File: src/rtl/divisor_pkg.sv
// divisor_pkg: shared FSM state type and default operand width for the restoring divider
package divisor_pkg;
  localparam int DIV_WIDTH_DEFAULT = 8;
  typedef enum logic [1:0] {IDLE, RUN, FIX, DONE} div_state_t;
endpackage

File: src/rtl/divisor_restoring_n_if.sv
// divisor_restoring_n_if: divider request/result bundle; master drives start/signed_mode/A_in/B_in, slave drives Q/R/done/busy/div_by_zero
interface divisor_restoring_n_if import divisor_pkg::*; #(parameter int WIDTH = DIV_WIDTH_DEFAULT);
  logic start, signed_mode, done, busy, div_by_zero;
  logic [WIDTH-1:0] A_in, B_in, Q, R;
  modport master (output start, signed_mode, A_in, B_in, input Q, R, done, busy, div_by_zero);
  modport slave (input start, signed_mode, A_in, B_in, output Q, R, done, busy, div_by_zero);
endinterface

File: src/rtl/div_restore_step.sv
// div_restore_step: one restoring step; shifts {rem,quo} left, trial-subtracts div, keeps or restores; in rem/quo/div, out rem_n/quo_n
module div_restore_step #(parameter int WIDTH = 8) (
  input  logic [WIDTH-1:0] rem,
  input  logic [WIDTH-1:0] quo,
  input  logic [WIDTH-1:0] div,
  output logic [WIDTH-1:0] rem_n,
  output logic [WIDTH-1:0] quo_n
);
  logic [WIDTH:0] sh;
  logic ge;
  always_comb begin
    sh = {rem, quo[WIDTH-1]};
    ge = sh >= {1'b0, div};
    rem_n = ge ? sh[WIDTH-1:0] - div : sh[WIDTH-1:0];
    quo_n = {quo[WIDTH-2:0], ge};
  end
endmodule

File: src/rtl/divisor_restoring_n.sv
// divisor_restoring_n: multi-cycle signed/unsigned restoring divider; clk, async rst, bus (slave: start/operands in, Q/R/done/busy/div_by_zero out)
module divisor_restoring_n import divisor_pkg::*; #(parameter int WIDTH = DIV_WIDTH_DEFAULT) (
  input logic clk,
  input logic rst,
  divisor_restoring_n_if.slave bus
);
  localparam int CW = $clog2(WIDTH);
  div_state_t state, state_n;
  logic [CW-1:0] cnt;
  logic [WIDTH-1:0] rem, quo, dv, rem_s, quo_s, a_mag, b_mag;
  logic a_neg, b_neg, neg_q, neg_r, dz, b_nz;
  always_comb begin
    a_neg = bus.signed_mode & bus.A_in[WIDTH-1];
    b_neg = bus.signed_mode & bus.B_in[WIDTH-1];
    a_mag = a_neg ? -bus.A_in : bus.A_in;
    b_mag = b_neg ? -bus.B_in : bus.B_in;
    b_nz = |bus.B_in;
  end
  div_restore_step #(.WIDTH(WIDTH)) u_step (
    .rem(rem), .quo(quo), .div(dv), .rem_n(rem_s), .quo_n(quo_s)
  );
  always_ff @(posedge clk or posedge rst)
    if (rst) state <= IDLE;
    else state <= state_n;
  always_comb begin
    state_n = state == IDLE ? (bus.start ? (b_nz ? RUN : FIX) : IDLE)
            : state == RUN  ? (cnt == '0 ? FIX : RUN)
            : state == FIX  ? (cnt == '0 ? DONE : FIX)
            : IDLE;
  end
  always_comb begin
    bus.busy = state != IDLE;
    bus.done = state == DONE;
  end
  // FIX spends two cycles: the first applies sign/zero-divisor correction in place, the second publishes it
  always_ff @(posedge clk or posedge rst)
    if (rst) begin
      cnt <= '0;
      rem <= '0;
      quo <= '0;
      dv <= '0;
      neg_q <= 1'b0;
      neg_r <= 1'b0;
      dz <= 1'b0;
      bus.Q <= '0;
      bus.R <= '0;
      bus.div_by_zero <= 1'b0;
    end else begin
      case (state)
        IDLE: if (bus.start) begin
          neg_q <= a_neg ^ b_neg;
          neg_r <= a_neg;
          dz <= ~b_nz;
          dv <= b_mag;
          rem <= '0;
          quo <= b_nz ? a_mag : bus.A_in;
          cnt <= b_nz ? CW'(WIDTH-1) : CW'(1);
        end
        RUN: begin
          rem <= rem_s;
          quo <= quo_s;
          cnt <= cnt == '0 ? CW'(1) : cnt - 1'b1;
        end
        FIX: if (cnt != '0) begin
          quo <= dz ? '1 : neg_q ? -quo : quo;
          rem <= dz ? quo : neg_r ? -rem : rem;
          cnt <= cnt - 1'b1;
        end else begin
          bus.Q <= quo;
          bus.R <= rem;
          bus.div_by_zero <= dz;
        end
        default: ;
      endcase
    end
endmodule

File: src/flat_wrapper.sv
// flat-port wrapper written by rule: the top's interface ports become plain ports
module divisor_restoring_n_flat import divisor_pkg::*;
#(parameter int WIDTH = DIV_WIDTH_DEFAULT)
  (clk, rst, bus_start, bus_signed_mode, bus_A_in, bus_B_in, bus_Q, bus_R, bus_done, bus_busy, bus_div_by_zero);
  divisor_restoring_n_if #(.WIDTH(WIDTH)) bus_i ();
  input logic clk;
  input logic rst;
  input wire logic [$bits(bus_i.start)-1:0] bus_start;
  input wire logic [$bits(bus_i.signed_mode)-1:0] bus_signed_mode;
  input wire logic [$bits(bus_i.A_in)-1:0] bus_A_in;
  input wire logic [$bits(bus_i.B_in)-1:0] bus_B_in;
  output wire logic [$bits(bus_i.Q)-1:0] bus_Q;
  output wire logic [$bits(bus_i.R)-1:0] bus_R;
  output wire logic [$bits(bus_i.done)-1:0] bus_done;
  output wire logic [$bits(bus_i.busy)-1:0] bus_busy;
  output wire logic [$bits(bus_i.div_by_zero)-1:0] bus_div_by_zero;
  assign bus_i.start = bus_start;
  assign bus_i.signed_mode = bus_signed_mode;
  assign bus_i.A_in = bus_A_in;
  assign bus_i.B_in = bus_B_in;
  assign bus_Q = bus_i.Q;
  assign bus_R = bus_i.R;
  assign bus_done = bus_i.done;
  assign bus_busy = bus_i.busy;
  assign bus_div_by_zero = bus_i.div_by_zero;
  divisor_restoring_n #(.WIDTH(WIDTH)) u_core (.clk(clk), .rst(rst), .bus(bus_i));
endmodule
File: config.mk
export PLATFORM = sky130hd
export DESIGN_NAME = divisor_restoring_n_flat
export DESIGN_NICKNAME = d
export VERILOG_FILES = /design/src/rtl/divisor_pkg.sv /design/src/rtl/divisor_restoring_n_if.sv /design/src/rtl/div_restore_step.sv /design/src/rtl/divisor_restoring_n.sv /design/src/flat_wrapper.sv
export SDC_FILE = /design/constraint.sdc
export NUM_CORES = 1
export LEC_CHECK = 0
export BUFFER_PORTS_ARGS = -buffer_cell sky130_fd_sc_hd__buf_2
export CAP_MARGIN = 20
export CORE_MARGIN = 4
export CORE_UTILIZATION = 50
export CTS_CLUSTER_SIZE = 10
export DETAILED_ROUTE_END_ITERATION = 10
export HOLD_SLACK_MARGIN = 0.15
export PLACE_DENSITY = 0.69
export SLEW_MARGIN = 20
export SYNTH_ARGS = -nofsm -noshare
export SYNTH_HDL_FRONTEND = slang
export SYNTH_SLANG_ARGS = --single-unit
File: constraint.sdc
create_clock -name clk -period 6.4 [get_ports clk]
set_input_delay 0 -clock clk [delete_from_list [all_inputs] [get_ports clk]]
set_output_delay 0 -clock clk [all_outputs]
set_load 0.02 [all_outputs]
==> results of run 1 <==
==> where the power goes <==
group | internal (µW) | switching [µW]
logic | 384 | 533
clock network | 127 | 104
registers | 400 | 118
total | 912 | 754
==> state kept, by name (all words and copies together), names as in the netlist <==
name and cells:
u_core.bus.Q 8, u_core.bus.div_by_zero 1, u_core.dv 8, u_core.state 2
u_core.quo 8, u_core.cnt 3, u_core.neg_q 1, u_core.rem 8
u_core.bus.R 8, u_core.neg_r 1, u_core.dz 1
==> Yosys cell counts, types with 4 or more instances <==
| master | instances | area (µm²) |
|---|---|---|
| o31ai_1 | 4 | 30.03 |
| xor2_1 | 12 | 105.1 |
| nor2b_1 | 6 | 37.54 |
| inv_1 | 29 | 108.9 |
| dfrtp_1 | 49 | 1226 |
| nor3_1 | 13 | 65.06 |
| clkbuf_1 | 12 | 45.04 |
| nor2_1 | 21 | 78.83 |
| mux2i_1 | 6 | 60.06 |
| a21oi_1 | 16 | 80.08 |
| nand2_1 | 61 | 229.0 |
| xnor2_1 | 8 | 70.07 |
| mux2_2 | 14 | 157.7 |
| o21ai_0 | 45 | 225.2 |
| nand3_1 | 12 | 60.06 |
| and3_1 | 5 | 31.28 |
| ha_1 | 18 | 225.2 |
==> stage by stage <==
step / util [%] / worst slack (ps) / total power (µW) / hold slack [ps] / instances
2_1_floorplan: - / 4263 / 1217 / 127.3 / 395
3_3_place_gp: 55.50 / 3683 / 1381 / 295.2 / 491
3_5_place_dp: 55.50 / 3574 / 1400 / 302.0 / 491
4_1_cts: 60.56 / 3566 / 1644 / 213.3 / 520
5_1_grt: 60.91 / 3587 / 1815 / 284.4 / 520
6_report: 60.91 / 3816 / 1666 / 217.2 / 520
==> area by class of cell <==
class	instances	area share, %
timing repair buffer	59	10.18
inverter	29	2.799
clock buffer	7	2.195
clock inverter	1	0.7634
multi-input combinational	298	50.45
sequential	49	31.17
tap	77	2.449
==> cells by family (layout without fill, tap and decap cells) <==
group	Yosys count	after routing	share of synthesized area (%)
flops	49	49	36.16
compound gates	101	101	19.63
buf+inv	48	96	5.941
mux	21	21	6.753
xor+xnor	20	20	5.166
fa+ha+maj	19	19	7.233
simple gates	137	137	19.11
==> worst max-delay path, cell delays in order (launching register included) <==
cell	delay, ps
dfrtp_1	410
inv_1	90
ha_1	680
nor3b_1	430
a2111oi_4	160
nand2_1	120
nand2_1	50
a221oi_1	350
o21ai_0	160
==> routing by layer <==
layer,part of all wire [%],global-route usage [%],vias to the layer above
met2,47,34.66,108
li1,-,-,1476
met4,1.9,5.867,0
met3,5.5,3.833,17
met1,45,27.96,1446
met5,0,0,-
==> what timing repair did <==
action                     in CTS  in global routing
setup endpoints to repair       0                  0
hold endpoints to repair       68                  0
hold buffers                   21                  0
==> worst paths after layout <==
path | startpoint | end | slack, ps | cells after the start
min reg2reg | u_core.bus.R[0]$_DFFE_PP0P_ | u_core.bus.R[0]$_DFFE_PP0P_ | 480 | 2
min in group asynchronous | rst | u_core.quo[6]$_DFFE_PP0P_ | 370 | 3
min | bus_A_in[2] | u_core.quo[2]$_DFFE_PP0P_ | 220 | 4
max in group asynchronous | rst | u_core.quo[0]$_DFFE_PP0P_ | 5520 | 3
max reg2reg | u_core.state[0]$_DFF_PP0_ | u_core.rem[5]$_DFFE_PP0P_ | 3820 | 8
max | u_core.state[0]$_DFF_PP0_ | u_core.rem[5]$_DFFE_PP0P_ | 3820 | 8
==> impl_metrics.toml, run 1 <==
[outcome]
outcome = "complete, no violations"

[yosys]
netlist_instances = 395
avgSynthCellArea_um2 = 8.584
synth_area_mm2 = 0.003391
synth-edff-count = 0
ys_types = 56
synth_nets = 434
yosysWarnings = 0
synthFlopType = "dfrtp_1"
synth.ff_latch_count = 49
async_flop_share_pct = 100.0
yosysSeqAreaShare_pct = 36.16

[global_routing]
grt_pass1_wl_um = 14170
grt_pass1_vias = 2986
grt_use_total_pct = 20.91
overflow = 0
antenna_found_initial = 0
grt_max_degree = 50

[floorplan]
start_util_pct = 52.50
core_mm2 = 0.006459
pin_count = 39
dieArea_mm2 = 0.008163
die_h_um = 90.35
rows = 29
die_width_um = 90.35

[routing]
dr.pass1.iters = 5
drt_wl_total_um = 8257
drc = 0
routed_via_density = 5.860
ant_nets = 0
drt_iter0_markers = 194
vias = 3047
wl_per_cell_um = 15.88

[power_and_ir_drop]
vdd.ir_drop.worst_mv = 0.2890
power.density_mw_per_mm2 = 423.5
p_leak_uw = 0.001864

[timing]
relSlewSlack_pct = 43.58
period_needed_ps = 2584
worst_clock_skew_ps = 5.904
maxSlewViolCount = 0
worst_slew_pin_slew_ps = 846.3
fin_crit_sh_pct = 40.38
grt_setup_unrepaired = "no"
tns_ps = 0
setup_viol = 0
max_freq_mhz = 387.0
hold_viol = 0

[placement]
dpl_cell_area_mm2 = 0.003585
port-buffer-count = 38
place_hpwl_um = 5745
place_congestion = 0.9263

[clocking]
path_clk_slew_ps = 90
cts.path.max_buffers = 2
h-tree-depth = 2
cts_resized = 0
post_cts_buffers = 0
cts_root_buffer = "clkbuf_8"
numCtsBuffers = 5
cts.sinks = 49
clock_latency_ps = 310
tritoncts = "done"

[worst_hold_path]
worstHoldPathType = "in -> reg"

[worst_setup_path]
crit_required_ps = 6570
end_kind = "register"
path_max_fanout = 22
critPathKind = "reg -> reg"
start_kind = "register"
cp.arrival_ps = 2760

[final_layout]
final_common_cell = "nand2_1"
regArea_mm2 = 0.001226
multi_input_area_mm2 = 0.001984
stdcell_area_mm2 = 0.003934
drive_above_1_share_pct = 15.80
nets = 481
nFillCells = 589
mostFrequentLayoutCells = "61 x nand2_1, 49 x dfrtp_1, 45 x o21ai_0"
synthToLayoutAreaGrowth_pct = 16.01
diodes = 0

[job]
maxCapViolations = 0
No activity file was read; power rests on OpenSTA's default activity.
==> run 2, diff against run 1 <==
--- a/config.mk
+++ b/config.mk
@@ -12,7 +12,7 @@
 export CTS_CLUSTER_SIZE = 10
 export DETAILED_ROUTE_END_ITERATION = 10
 export HOLD_SLACK_MARGIN = 0.15
-export PLACE_DENSITY = 0.69
+export PLACE_DENSITY = 0.72
 export SLEW_MARGIN = 20
 export SYNTH_ARGS = -nofsm -noshare
 export SYNTH_HDL_FRONTEND = slang
==> constraint.sdc (replaced) <==
create_clock -name clk -period 2.2 [get_ports clk]
set_input_delay 0 -clock clk [delete_from_list [all_inputs] [get_ports clk]]
set_output_delay 0 -clock clk [all_outputs]
set_load 0.02 [all_outputs]
==> impl_metrics.toml, run 2 (synthesis gave the netlist of run 1 again) <==
[outcome]
outcome = "complete, no violations"

[worst_setup_path]
crit_required_ps = 2450
cp.arrival_ps = 2440
path_max_fanout = 4
critPathKind = "reg -> reg"
start_kind = "register"
end_kind = "register"

[worst_hold_path]
worstHoldPathType = "in -> reg"

[floorplan]
die_width_um = 90.35
pin_count = 39
rows = 29
core_mm2 = 0.006459
die_h_um = 90.35
dieArea_mm2 = 0.008163
start_util_pct = 52.50

[global_routing]
overflow = 0
grt_max_degree = 25
grt_use_total_pct = 20.53
antenna_found_initial = 0
grt_pass1_vias = 2953
grt_pass1_wl_um = 14070

[clocking]
path_clk_slew_ps = 100
cts.path.max_buffers = 2
h-tree-depth = 2
clock_latency_ps = 300
cts.sinks = 49
numCtsBuffers = 5
cts_root_buffer = "clkbuf_8"
tritoncts = "done"

[power_and_ir_drop]
power.density_mw_per_mm2 = 1365
vdd.ir_drop.worst_mv = 0.7158
p_leak_uw = 0.002063

[timing]
max_freq_mhz = 457.0
period_needed_ps = 2188
hold_viol = 0
worst_slew_pin_slew_ps = 570.6
grt_setup_unrepaired = "yes"
fin_crit_sh_pct = 99.46
maxSlewViolCount = 0
worst_clock_skew_ps = 4.505
relSlewSlack_pct = 61.87
tns_ps = 0
setup_viol = 0

[final_layout]
nets = 514
fin_util_pct = 67.18
diodes = 0
synthToLayoutAreaGrowth_pct = 27.97
nFillCells = 511
mostFrequentLayoutCells = "61 x nand2_1, 48 x dfrtp_1, 43 x o21ai_0"
final_common_cell = "nand2_1"
drive_above_1_share_pct = 27.31

[job]
maxCapViolations = 0

[placement]
place_hpwl_um = 5944
place_congestion = 0.8445
port-buffer-count = 38

[routing]
drt_wl_total_um = 8879
dr.pass1.iters = 4
wl_per_cell_um = 16.06
drt_iter0_markers = 311
routed_via_density = 5.653
ant_nets = 0
drc = 0
vias = 3126
run 2: cell count changes in the layout (fill, tap and decap cells not counted), sizes merged:
cell / previous run / this run
inv: 28 / 30
clkinv: 1 / 0
clkbuf: 7 / 5
dlygate4sd3: 21 / 20
bufinv: 1 / 2
buf: 38 / 72
run 2: worst max-delay path, cell delays in order, from the launching register on:
cell and delay [ps]:
dfrtp_1 460, ha_4 320, and3_4 200, nand3_1 130, a31oi_2 200, nor4_2 80, buf_4 150, buf_6 120
buf_4 130, a211o_1 260, nand3_1 80
run 2: routing by layer:
metal / wire (µm) / GRT usage, % / vias up
met1: 4042 / 28.99 / 1482
met3: 435 / 3.250 / 8
li1: - / - / 1545
met4: 79 / 4.464 / 0
met5: 0 / 0 / -
met2: 4322 / 33.23 / 91
run 2: final timing paths:
path / depth (start not counted) / from / slack (ps) / to
max in group asynchronous: 4 / rst / 1430 / u_core.rem[0]$_DFFE_PP0P_
setup reg to reg: 10 / u_core.rem[1]$_DFFE_PP0P_ / 10 / u_core.rem[7]$_DFFE_PP0P_
hold / removal: 4 / bus_A_in[2] / 170 / u_core.quo[2]$_DFFE_PP0P_
hold reg to reg: 2 / u_core.bus.R[0]$_DFFE_PP0P_ / 480 / u_core.bus.R[0]$_DFFE_PP0P_
min in group asynchronous: 3 / rst / 190 / u_core.bus.Q[6]$_DFFE_PP0P_
setup / recovery: 10 / u_core.rem[1]$_DFFE_PP0P_ / 10 / u_core.rem[7]$_DFFE_PP0P_
run 2: repair_timing:
item                                   4_1_cts  5_1_grt
pin swaps                                    0       12
gates cloned                                 0        1
setup endpoints to repair                    1       16
endpoints found under the hold margin       68        0
hold buffers                                20        0
gates resized for setup                      1       36
setup buffers                                0       11
run 2: cell type report:
cell class	count	area, µm²	share of cell area, %
clock buffer	5	68.82	1.586
timing repair buffer	92	653.1	15.05
multi-input combinational	298	2116	48.76
tap	77	96.34	2.220
inverter	29	108.9	2.509
sequential	49	1227	28.29
clock inverter	3	68.82	1.586
run 2: where the power goes:
group,switching [µW],internal (µW)
Combinational,1920,1760
Sequential,296,1170
Clock,325,458
run 2: per-stage QoR:
stage | worst slack [ps] | power, µW | std cells | instance area [µm²] | hold WS (ps)
global placement | 55.99 | 4185 | 513 | 3750 | -23.41
finish | 11.82 | 5921 | 553 | 4339 | 165.6
global route | -77.07 | 6374 | 553 | 4339 | 174.2
detailed placement | -31.91 | 4256 | 513 | 3750 | -18.17
CTS | 10.74 | 5082 | 541 | 4088 | 150.7
floorplan | 62.93 | 3540 | 395 | 3391 | 127.3
